File: src/rtl/layer_seq_pkg.sv
// Shared types and constants for the layer select sequencer.
// Optional stall counter in the top is enabled by LAYER_SEQ_STALL_CNT_EN.
package layer_seq_pkg;

  localparam int unsigned CNT_W_DEF   = 16;
  localparam int unsigned LAYER_W_DEF = 4;

  typedef enum logic [1:0] {
    IDLE,
    SEL_A,
    SEL_B,
    DONE
  } state_e;

  localparam logic SEL_SRC_A = 1'b0;
  localparam logic SEL_SRC_B = 1'b1;

endpackage

File: src/rtl/seq_word_counter.sv
// Per-layer word counter: counts accepted tokens and flags the final word
// of the layer against the latched length.
module seq_word_counter #(
  parameter int unsigned CNT_W = 16
) (
  input  logic             clk,
  input  logic             rst_n,
  input  logic             clr,
  input  logic             en,
  input  logic [CNT_W-1:0] len,
  output logic             last
);

  logic [CNT_W-1:0] count_q;
  logic [CNT_W-1:0] count_d;

  always_comb begin
    count_d = count_q;
    if (clr) begin
      count_d = '0;
    end else if (en) begin
      count_d = count_q + CNT_W'(1);
    end
  end

  always_ff @(posedge clk or negedge rst_n) begin
    if (!rst_n) begin
      count_q <= '0;
    end else begin
      count_q <= count_d;
    end
  end

  // Extra bit keeps count+1 from wrapping when len is all ones.
  assign last = (({1'b0, count_q} + (CNT_W + 1)'(1)) == {1'b0, len});

endmodule

File: src/rtl/layer_select_sequencer.sv
// Issues the fifo_mux2 select token stream for one forward pass per start.
// Define LAYER_SEQ_STALL_CNT_EN to add the stall_cycles output.
module layer_select_sequencer
  import layer_seq_pkg::*;
#(
  parameter int unsigned CNT_W   = CNT_W_DEF,
  parameter int unsigned LAYER_W = LAYER_W_DEF
) (
  input  logic               clk,
  input  logic               rst_n,
  input  logic               start,
  input  logic [LAYER_W-1:0] num_layers,
  input  logic [CNT_W-1:0]   a_len,
  input  logic [CNT_W-1:0]   b_len,
  output logic               select,
  output logic               select_valid,
  input  logic               select_ready,
  output logic [LAYER_W-1:0] layer,
  output logic               busy,
  output logic               done
`ifdef LAYER_SEQ_STALL_CNT_EN
  ,
  output logic [31:0]        stall_cycles
`endif
);

  state_e             state_q, state_d;
  logic [LAYER_W-1:0] layer_q, layer_d;
  logic [LAYER_W-1:0] nl_q, nl_d;
  logic [CNT_W-1:0]   a_len_q, a_len_d;
  logic [CNT_W-1:0]   b_len_q, b_len_d;
  logic               select_q, select_d;
  logic               valid_q, valid_d;
  logic               busy_q, busy_d;
  logic               done_q, done_d;

  logic               hs;
  logic               cnt_clr;
  logic               cnt_last;
  logic [CNT_W-1:0]   cnt_len;
  logic               start_acc;

  assign hs        = valid_q & select_ready;
  assign start_acc = (state_q == IDLE) & start;
  assign cnt_len   = (state_q == SEL_B) ? b_len_q : a_len_q;

  seq_word_counter #(
    .CNT_W (CNT_W)
  ) u_word_cnt (
    .clk   (clk),
    .rst_n (rst_n),
    .clr   (cnt_clr),
    .en    (hs),
    .len   (cnt_len),
    .last  (cnt_last)
  );

  always_comb begin
    state_d = state_q;
    layer_d = layer_q;
    nl_d    = nl_q;
    a_len_d = a_len_q;
    b_len_d = b_len_q;
    cnt_clr = 1'b0;
    unique case (state_q)
      IDLE: begin
        if (start) begin
          nl_d    = num_layers;
          a_len_d = a_len;
          b_len_d = b_len;
          layer_d = '0;
          cnt_clr = 1'b1;
          if (num_layers != '0 && a_len != '0) begin
            state_d = SEL_A;
          end else if (num_layers >= LAYER_W'(2) && b_len != '0) begin
            state_d = SEL_B;
          end else begin
            state_d = DONE;
          end
        end
      end
      SEL_A: begin
        if (hs && cnt_last) begin
          layer_d = LAYER_W'(1);
          cnt_clr = 1'b1;
          state_d = (nl_q >= LAYER_W'(2) && b_len_q != '0) ? SEL_B : DONE;
        end
      end
      SEL_B: begin
        if (hs && cnt_last) begin
          layer_d = layer_q + LAYER_W'(1);
          cnt_clr = 1'b1;
          if (layer_q + LAYER_W'(1) == nl_q) begin
            state_d = DONE;
          end
        end
      end
      DONE: begin
        state_d = IDLE;
      end
      default: begin
        state_d = IDLE;
      end
    endcase

    // Outputs are decoded from the next state so they leave a flop directly.
    valid_d  = (state_d == SEL_A) || (state_d == SEL_B);
    select_d = (state_d == SEL_B) ? SEL_SRC_B : SEL_SRC_A;
    busy_d   = valid_d;
    done_d   = (state_d == DONE);
  end

  always_ff @(posedge clk or negedge rst_n) begin
    if (!rst_n) begin
      state_q  <= IDLE;
      layer_q  <= '0;
      nl_q     <= '0;
      a_len_q  <= '0;
      b_len_q  <= '0;
      select_q <= SEL_SRC_A;
      valid_q  <= 1'b0;
      busy_q   <= 1'b0;
      done_q   <= 1'b0;
    end else begin
      state_q  <= state_d;
      layer_q  <= layer_d;
      nl_q     <= nl_d;
      a_len_q  <= a_len_d;
      b_len_q  <= b_len_d;
      select_q <= select_d;
      valid_q  <= valid_d;
      busy_q   <= busy_d;
      done_q   <= done_d;
    end
  end

  assign select       = select_q;
  assign select_valid = valid_q;
  assign layer        = layer_q;
  assign busy         = busy_q;
  assign done         = done_q;

`ifdef LAYER_SEQ_STALL_CNT_EN
  logic [31:0] stall_q, stall_d;

  always_comb begin
    stall_d = stall_q;
    if (start_acc) begin
      stall_d = '0;
    end else if (valid_q && !select_ready && stall_q != '1) begin
      stall_d = stall_q + 32'd1;
    end
  end

  always_ff @(posedge clk or negedge rst_n) begin
    if (!rst_n) begin
      stall_q <= '0;
    end else begin
      stall_q <= stall_d;
    end
  end

  assign stall_cycles = stall_q;
`else
  logic unused_start_acc;
  assign unused_start_acc = start_acc;
`endif

endmodule

File: config.mk
export PLATFORM = sky130hd
export DESIGN_NAME = layer_select_sequencer
export DESIGN_NICKNAME = d
export VERILOG_FILES = /design/src/rtl/layer_seq_pkg.sv /design/src/rtl/seq_word_counter.sv /design/src/rtl/layer_select_sequencer.sv
export SDC_FILE = /design/constraint.sdc
export NUM_CORES = 1
export LEC_CHECK = 0
export BUFFER_PORTS_ARGS = -buffer_cell sky130_fd_sc_hd__buf_4
export CORE_UTILIZATION = 35
export DETAILED_ROUTE_END_ITERATION = 10
export SYNTH_ARGS = -nofsm -noshare
export SYNTH_HDL_FRONTEND = slang
export SYNTH_SLANG_ARGS = --single-unit
File: constraint.sdc
create_clock -name clk -period 7.6 [get_ports clk]
set_clock_uncertainty 0.1 [all_clocks]
set_input_delay 1.9 -clock clk [delete_from_list [all_inputs] [get_ports clk]]
set_output_delay 1.9 -clock clk [all_outputs]
set_load 0.01 [all_outputs]
# Word level (Yosys, flattened, before mapping)
# Index checks and enable logic that the tools add are counted.
[op_classes]
bitwise_logic = 1
mux = 19
n_lt_le_gt_ge = 2
eq_ne = 11
addsub = 3
reduce_logical = 15
[op_table]
columns = ["operator", "count"]
rows = [
  ["$mux 16", 3],
  ["$reduce_bool 16->1", 3],
  ["$add 16x1->17 const B", 1],
  ["$eq 17x16->1", 1],
  ["$add 16x1->16 const B", 1],
  ["$mux 4", 3],
  ["$pmux 4 s3", 1],
  ["$mux 2", 5],
  ["$eq 2x2->1 const B", 4],
  ["$ge 4x2->1 const B", 2],
  ["$pmux 2 s4", 1],
  ["$mux 1", 5],
  ["$add 4x1->4 const B", 1],
  ["$eq 2x1->1 const B", 2],
  ["$eq 4x4->1", 1],
  ["$logic_and 1x1->1", 4],
  ["$ne 2x2->1 const B", 2],
  ["$reduce_and 4->1", 1],
  ["$reduce_bool 4->1", 1],
  ["$reduce_bool 3->1", 1],
  ["$logic_not 2->1", 1],
  ["$ne 2x1->1 const B", 1],
  ["$pmux 1 s2", 1],
  ["$reduce_and 2->1", 1],
  ["other kinds (4)", 4],
]
[totals]
input_bits = 40
word_cells = 60
output_inout_bits = 8
ff_bits = 61

# Depth between registers and ports, before layout
[depth]
word_depth = 8
depth_mapped = 15
ltp_nobuf = 12

# Modules after synthesis
# Synthesis repeated with hierarchy kept, for this count alone.
[hier_totals]
hier_cells = 333
hier_area_um2 = 3530.9
[by_module_without_submodules]
columns = ["module", "cells_per_inst", "seq_area_each_um2", "area_per_inst_um2", "n_inst"]
rows = [
  ["layer_select_sequencer", 181, 1126.1, 2250.9, 1],
  ["seq_word_counter", 152, 400.4, 1280.0, 1],
]

# Least setup slack after synthesis
# OpenSTA, ideal clock, no wires.
[synth_path]
kind = "input-to-reg"
startpoint = "in select_ready"
endpoint = "reg busy_q, in the netlist busy"
path_buffers = 1
setup_ns = 0.063
arrival_ns = 3.520
required_ns = 7.437
stages = 10
path_slack_ns = 3.917
cell_sequence = "and2_1 clkbuf_1 nand4_1 nor4_1 nand3_1 nor3_2 o21ai_0 a22oi_1 ha_1 inv_1"
[synth_between]
elab_chain_cells = 6
word_cells_on_any_way = 8
cone_classes = "2 x eq/ne; 3 x mux; 1 x bitwise; 2 x reduce/logical"
[synth_lines]
columns = ["item", "line", "text"]
rows = [
  ["start, declared", "layer_select_sequencer.sv:17", "input logic select_ready,"],
  ["$and 1x1->1 (*)", "layer_select_sequencer.sv:43", "assign hs = valid_q & select_ready;"],
  ["$logic_and 1x1->1 (*)", "layer_select_sequencer.sv:83, layer_select_sequencer.sv:90", ""],
  ["$mux 2 (on tied branches)", "layer_select_sequencer.sv:90, layer_select_sequencer.sv:83", ""],
  ["$pmux 2 s4 (*)", "layer_select_sequencer.sv:65", "unique case (state_q)"],
  ["named net state_d[1]", "layer_select_sequencer.sv:27", "state_e state_q, state_d;"],
  ["$eq 2x1->1 or $eq 2x2->1 (tied branches)", "layer_select_sequencer.sv:107", "valid_d = (state_d == SEL_A) || (state_d == SEL_B);"],
  ["$logic_or 1x1->1 (*)", "layer_select_sequencer.sv:107", ""],
  ["named net busy_d", "layer_select_sequencer.sv:34", "logic busy_q, busy_d;"],
  ["end signal, assigned", "layer_select_sequencer.sv:132", "busy_q <= busy_d;"],
  ["end, declared", "layer_select_sequencer.sv:34", ""],
]
# The timed path passes the listed nets; every way through them passes the cells marked *.
# A chain may end at the register's enable or synchronous reset.

# Worst setup path in the final report
[layout_path]
startpoint = "reg state_q[0]"
endpoint = "reg busy_q, in the netlist busy"
[layout_between]
elab_chain_cells = 8
word_cells_on_any_way = 15
cone_classes = "6 x eq/ne; 6 x mux; 3 x reduce/logical"
[layout_lines]
columns = ["item", "line", "text"]
rows = [
  ["start, declared", "layer_select_sequencer.sv:27", ""],
  ["start signal, assigned", "layer_select_sequencer.sv:125", "state_q <= state_d;"],
  ["$eq 2x2->1", "layer_select_sequencer.sv:45, layer_select_sequencer.sv:65", ""],
  ["$mux 16", "layer_select_sequencer.sv:45", "assign cnt_len = (state_q == SEL_B) ? b_len_q : a_len_q;"],
  ["$eq 17x16->1", "seq_word_counter.sv:35", "assign last = (({1'b0, count_q} + (CNT_W + 1)'(1)) == {1'b0, len});"],
  ["$logic_and 1x1->1", "layer_select_sequencer.sv:83, layer_select_sequencer.sv:90", ""],
  ["$mux 2 (on tied branches)", "layer_select_sequencer.sv:90, layer_select_sequencer.sv:83", ""],
  ["$pmux 2 s4 (*)", "layer_select_sequencer.sv:65", ""],
  ["named net state_d[1]", "layer_select_sequencer.sv:27", ""],
  ["$eq 2x1->1 or $eq 2x2->1 (tied branches)", "layer_select_sequencer.sv:107", ""],
  ["$logic_or 1x1->1 (*)", "layer_select_sequencer.sv:107", ""],
  ["named net busy_d", "layer_select_sequencer.sv:34", ""],
]
# Marks and branches as above.

==> metrics.txt <==
# TYPE chip_impl_metric gauge
chip_impl_metric{name="ff_latch_area",unit="um2"} 1530
chip_impl_metric{name="vias",unit=""} 2622
chip_impl_metric{name="final_layout_size_suffix_gt1_frac",unit=""} 0.325
chip_impl_metric{name="p_sw_frac",unit=""} 0.388
chip_impl_metric{name="worstSkewPairLatency",unit="ns"} 0.35
chip_impl_metric{name="first_pass_grt_wire_length",unit="um"} 13600
chip_impl_info{name="clock_tree_from_tritoncts",value="done"} 1
chip_impl_info{name="r2r-start",value="state_q[0]"} 1
chip_impl_metric{name="report.final.setup_viol",unit=""} 0
chip_impl_metric{name="netlist-cell-type-count",unit=""} 52
chip_impl_info{name="worst_path_cell_chain",value="inv_1 -> ha_1 -> buf_4 -> mux2_4 -> or3_4 -> nand2b_4 -> a311oi_2 -> a21oi_2 -> nor3_2 -> o21ai_0 -> a22oi_1 -> ha_1 -> inv_1"} 1
chip_impl_info{name="r2r_end",value="busy"} 1
chip_impl_metric{name="post_cts_buffers",unit=""} 0
chip_impl_metric{name="area_of_the_multi_input_gates",unit="um2"} 1930
chip_impl_metric{name="power_frac_comb",unit=""} 0.468
chip_impl_metric{name="length_in_cells_of_the_worst_reg_to_reg_path",unit=""} 13
chip_impl_metric{name="area_growth_syn_to_layout",unit="%"} 16.1
chip_impl_metric{name="worst_slew_margin_rel",unit=""} 0.487
chip_impl_info{name="most_frequent_standard_cell_in_the_layout_excluding_fill_and_tap_cells",value="dfrtp_1"} 1
chip_impl_metric{name="seq_power_share",unit=""} 0.364
chip_impl_info{name="status",value="finished clean"} 1
chip_impl_info{name="cts_root_buffer",value="clkbuf_8"} 1
chip_impl_info{name="hold_path.class",value="flop to flop"} 1
chip_impl_metric{name="num_io_pins",unit=""} 48
chip_impl_metric{name="worst-path-max-fanout",unit=""} 14
chip_impl_metric{name="timing.critical_path.slowest_cell_delay",unit="ns"} 0.44
chip_impl_metric{name="route.antenna.remaining_nets",unit=""} 0
chip_impl_info{name="critPathKind",value="flop to flop"} 1
chip_impl_metric{name="dpl.hpwl",unit="um"} 6090
chip_impl_info{name="critPathCaptureType",value="flop"} 1
chip_impl_metric{name="power.net_switching",unit="uW"} 595
chip_impl_metric{name="hold_violations",unit=""} 0
chip_impl_metric{name="instances_no_fill",unit=""} 511
chip_impl_metric{name="power-per-cell-area",unit="nW/um2"} 366
chip_impl_metric{name="timing.setup.tns",unit="ns"} 0
chip_impl_metric{name="hold_slack",unit="ns"} 0.406
chip_impl_metric{name="clock_power_share",unit=""} 0.168
chip_impl_metric{name="fp-row-count",unit=""} 36
chip_impl_metric{name="grt_antenna_before_repair",unit=""} 0
chip_impl_metric{name="total_cts_buffers",unit=""} 9
chip_impl_metric{name="dpl.cell_count",unit=""} 496
chip_impl_metric{name="leakage",unit="uW"} 0.00176
chip_impl_metric{name="nets",unit=""} 423
chip_impl_metric{name="met3WireLength",unit="um"} 237
chip_impl_metric{name="routedWlPerCell",unit="um"} 15.8
chip_impl_metric{name="clk_pin_slew",unit="ns"} 0.07
chip_impl_metric{name="critPathRequiredTime",unit="ns"} 7.79
chip_impl_metric{name="maxSlewViolCount",unit=""} 0
chip_impl_metric{name="postCtsResizedCells",unit=""} 0
chip_impl_info{name="synthFlopType",value="dfrtp_1"} 1
chip_impl_metric{name="number_of_global_route_vias_before_repair",unit=""} 2650
chip_impl_metric{name="cts-hold-fix-buffers",unit=""} 0
chip_impl_metric{name="port-buffer-count",unit=""} 47
chip_impl_metric{name="detail_route.drc_violations",unit=""} 0
chip_impl_metric{name="internal_power",unit="uW"} 938
chip_impl_info{name="commonest_cells_after_routing_fill_and_taps_aside",value="61 x dfrtp_1, 49 x buf_4, 38 x mux2_2, 26 x xnor2_1, 19 x nor2_1"} 1
chip_impl_metric{name="gp_congestion",unit=""} 0.812
chip_impl_metric{name="layout_worst_path_cycle_share",unit=""} 0.494
chip_impl_metric{name="slew_at_the_pin_closest_to_its_max_slew_limit",unit="ns"} 0.770
chip_impl_metric{name="viasPerCell",unit=""} 5.13
chip_impl_metric{name="grt_start_max_net_pins",unit=""} 62
chip_impl_metric{name="syn_nets",unit=""} 380
chip_impl_info{name="hp-start",value="a_len_q[13]"} 1
chip_impl_metric{name="seq_area_frac_synth",unit=""} 0.423
chip_impl_metric{name="drt_first_pass_iters",unit=""} 4
chip_impl_metric{name="max_cap_violations",unit=""} 0
chip_impl_info{name="critical_path.slowest_cell",value="dfrtp_1"} 1
chip_impl_metric{name="clock.fmax",unit="GHz"} 0.267
chip_impl_metric{name="wl_met2",unit="um"} 3690
chip_impl_metric{name="fp.dieW",unit="um"} 104
chip_impl_info{name="worst_setup_path_startpoint",value="state_q[0]"} 1
chip_impl_metric{name="h_tree_levels",unit=""} 3
chip_impl_metric{name="finalInstanceArea",unit="um2"} 4190
chip_impl_metric{name="placeableCoreArea",unit="um2"} 9860
chip_impl_metric{name="min_period",unit="ns"} 3.75
chip_impl_metric{name="cts_buffer_depth",unit=""} 2
chip_impl_metric{name="initial_utilization",unit=""} 0.366
chip_impl_metric{name="routed_wl",unit="um"} 8090
chip_impl_metric{name="irDropWorstVdd",unit="mV"} 0.154
chip_impl_info{name="rsz0062_at_grt",value="false"} 1
chip_impl_info{name="min_delay_worst_endpoint",value="a_len_q[13]"} 1
chip_impl_metric{name="globalRoute.totalOverflow",unit=""} 0
chip_impl_metric{name="floorplan.die_area",unit="um2"} 10700
chip_impl_metric{name="met1Wirelength",unit="um"} 3980
chip_impl_metric{name="synth-edff-count",unit=""} 0
chip_impl_metric{name="yosys_warnings",unit=""} 0
chip_impl_metric{name="clkSinkCount",unit=""} 61
chip_impl_metric{name="synth_seq_cells",unit=""} 61
chip_impl_metric{name="drtIter0Drc",unit=""} 156
chip_impl_metric{name="whs_path_depth",unit=""} 1
chip_impl_metric{name="vertical_die_dimension",unit="um"} 104
chip_impl_metric{name="reg2reg_slack",unit="ns"} 3.85
chip_impl_metric{name="netlist_instances",unit=""} 331
chip_impl_info{name="top_signal_layer_used",value="met4"} 1
chip_impl_metric{name="synth_area_per_cell",unit="um2"} 10.9
chip_impl_metric{name="worst-endpoint-arrival",unit="ns"} 3.94
chip_impl_metric{name="mappedNetlistArea",unit="um2"} 3610
chip_impl_metric{name="async_reset_ff_frac",unit=""} 1.00
chip_impl_info{name="cp-start-kind",value="flop"} 1
chip_impl_metric{name="total_track_usage",unit=""} 0.162
chip_impl_metric{name="antenna_cells_inserted",unit=""} 0
chip_impl_metric{name="dpl_cell_area",unit="um2"} 4020
chip_impl_metric{name="layout.filler_cells",unit=""} 942
## cell usage after synthesis (2+ instances only)
cell type	n	area [um2]
a211o_1	2	17.5
or3_1	2	12.5
dfrtp_1	61	1530
nor3_1	4	20.0
nand3_1	9	45.0
nor4_1	16	100
o22ai_1	3	18.8
o31ai_1	3	22.5
o21ai_0	5	25.0
buf_2	5	25.0
nand2_1	17	63.8
mux2i_1	16	160
a21oi_1	6	30.0
mux2_2	38	428
nor2_2	10	62.6
nor2b_1	2	12.5
and4_1	2	17.5
ha_1	9	113
nand4_2	2	25.0
buf_4	5	37.5
clkbuf_1	4	15.0
xnor2_1	26	228
nand4_1	12	75.1
inv_1	10	37.5
xor2_1	13	114
a211oi_1	4	30.0
nor2_1	19	71.3
buf_6	2	22.5
## through the flow
stage	total power (uW)	setup slack (ns)	utilization
floorplan	1120	3.92	-
global placement	1270	3.75	0.408
detailed placement	1290	3.60	0.408
CTS	1540	3.85	0.425
global route	1640	3.55	0.425
finish	1530	3.85	0.425
## final cells by class
cell class	count	share of cell area
clock buffers	11	0.0337
clock inverters	4	0.00597
inverters	10	0.00896
multi-input cells	243	0.460
flip-flops and latches	61	0.364
well taps	133	0.0397
repair buffers	49	0.0878
## worst max-delay path, delay by kind of cell, from the launching register on
kind                     cells  cell delay [ns]
AO/OA/AOI/OAI                4             0.76
adder cells (fa/ha/maj)      2             0.70
buffers and inverters        3             0.51
flip-flops                   1             0.44
multiplexers                 1             0.33
AND/OR/NAND/NOR              3             0.85
## routing by layer
metal | vias up | global-route usage
met1 | 1284 | 0.218
met5 | - | 0
met3 | 14 | 0.0352
met4 | 0 | 0.0714
met2 | 48 | 0.250
li1 | 1276 | -
## cell families (layout without fill, tap and decap cells)
group                    Yosys count  after routing  share of synthesized area
multiplexers                      56             56                      0.170
flip-flops                        61             61                      0.423
AO/OA/AOI/OAI                     33             33                     0.0662
AND/OR/NAND/NOR                  106            106                      0.171
adder cells (fa/ha/maj)            9              9                     0.0312
buffers and inverters             27             74                     0.0437
XOR/XNOR                          39             39                     0.0946
## sequential cells by signal, indices dropped and copies added (netlist names)
signal and count:
done 1, state_q 2, select 1, a_len_q 16, layer 4, b_len_q 16, u_word_cnt.count_q 16, busy 1
nl_q 4
## worst max-delay path by stage
stage / end / slack [ns] / depth (start not counted)
after floorplan: busy / 3.92 / 10
after global placement: busy / 3.75 / 10
after detailed placement: busy / 3.60 / 10
after CTS: busy / 3.85 / 13
after global routing: busy / 3.55 / 13
final: busy / 3.85 / 13
## power groups by stage
stage | Clock (uW) | Combinational, uW | Sequential, uW
after floorplan | 0 | 590 | 529
after global placement | 0 | 710 | 560
after detailed placement | 0 | 722 | 564
after CTS | 261 | 724 | 558
after global routing | 278 | 791 | 574
final | 258 | 717 | 558
No activity file was read; power rests on OpenSTA's default activity.
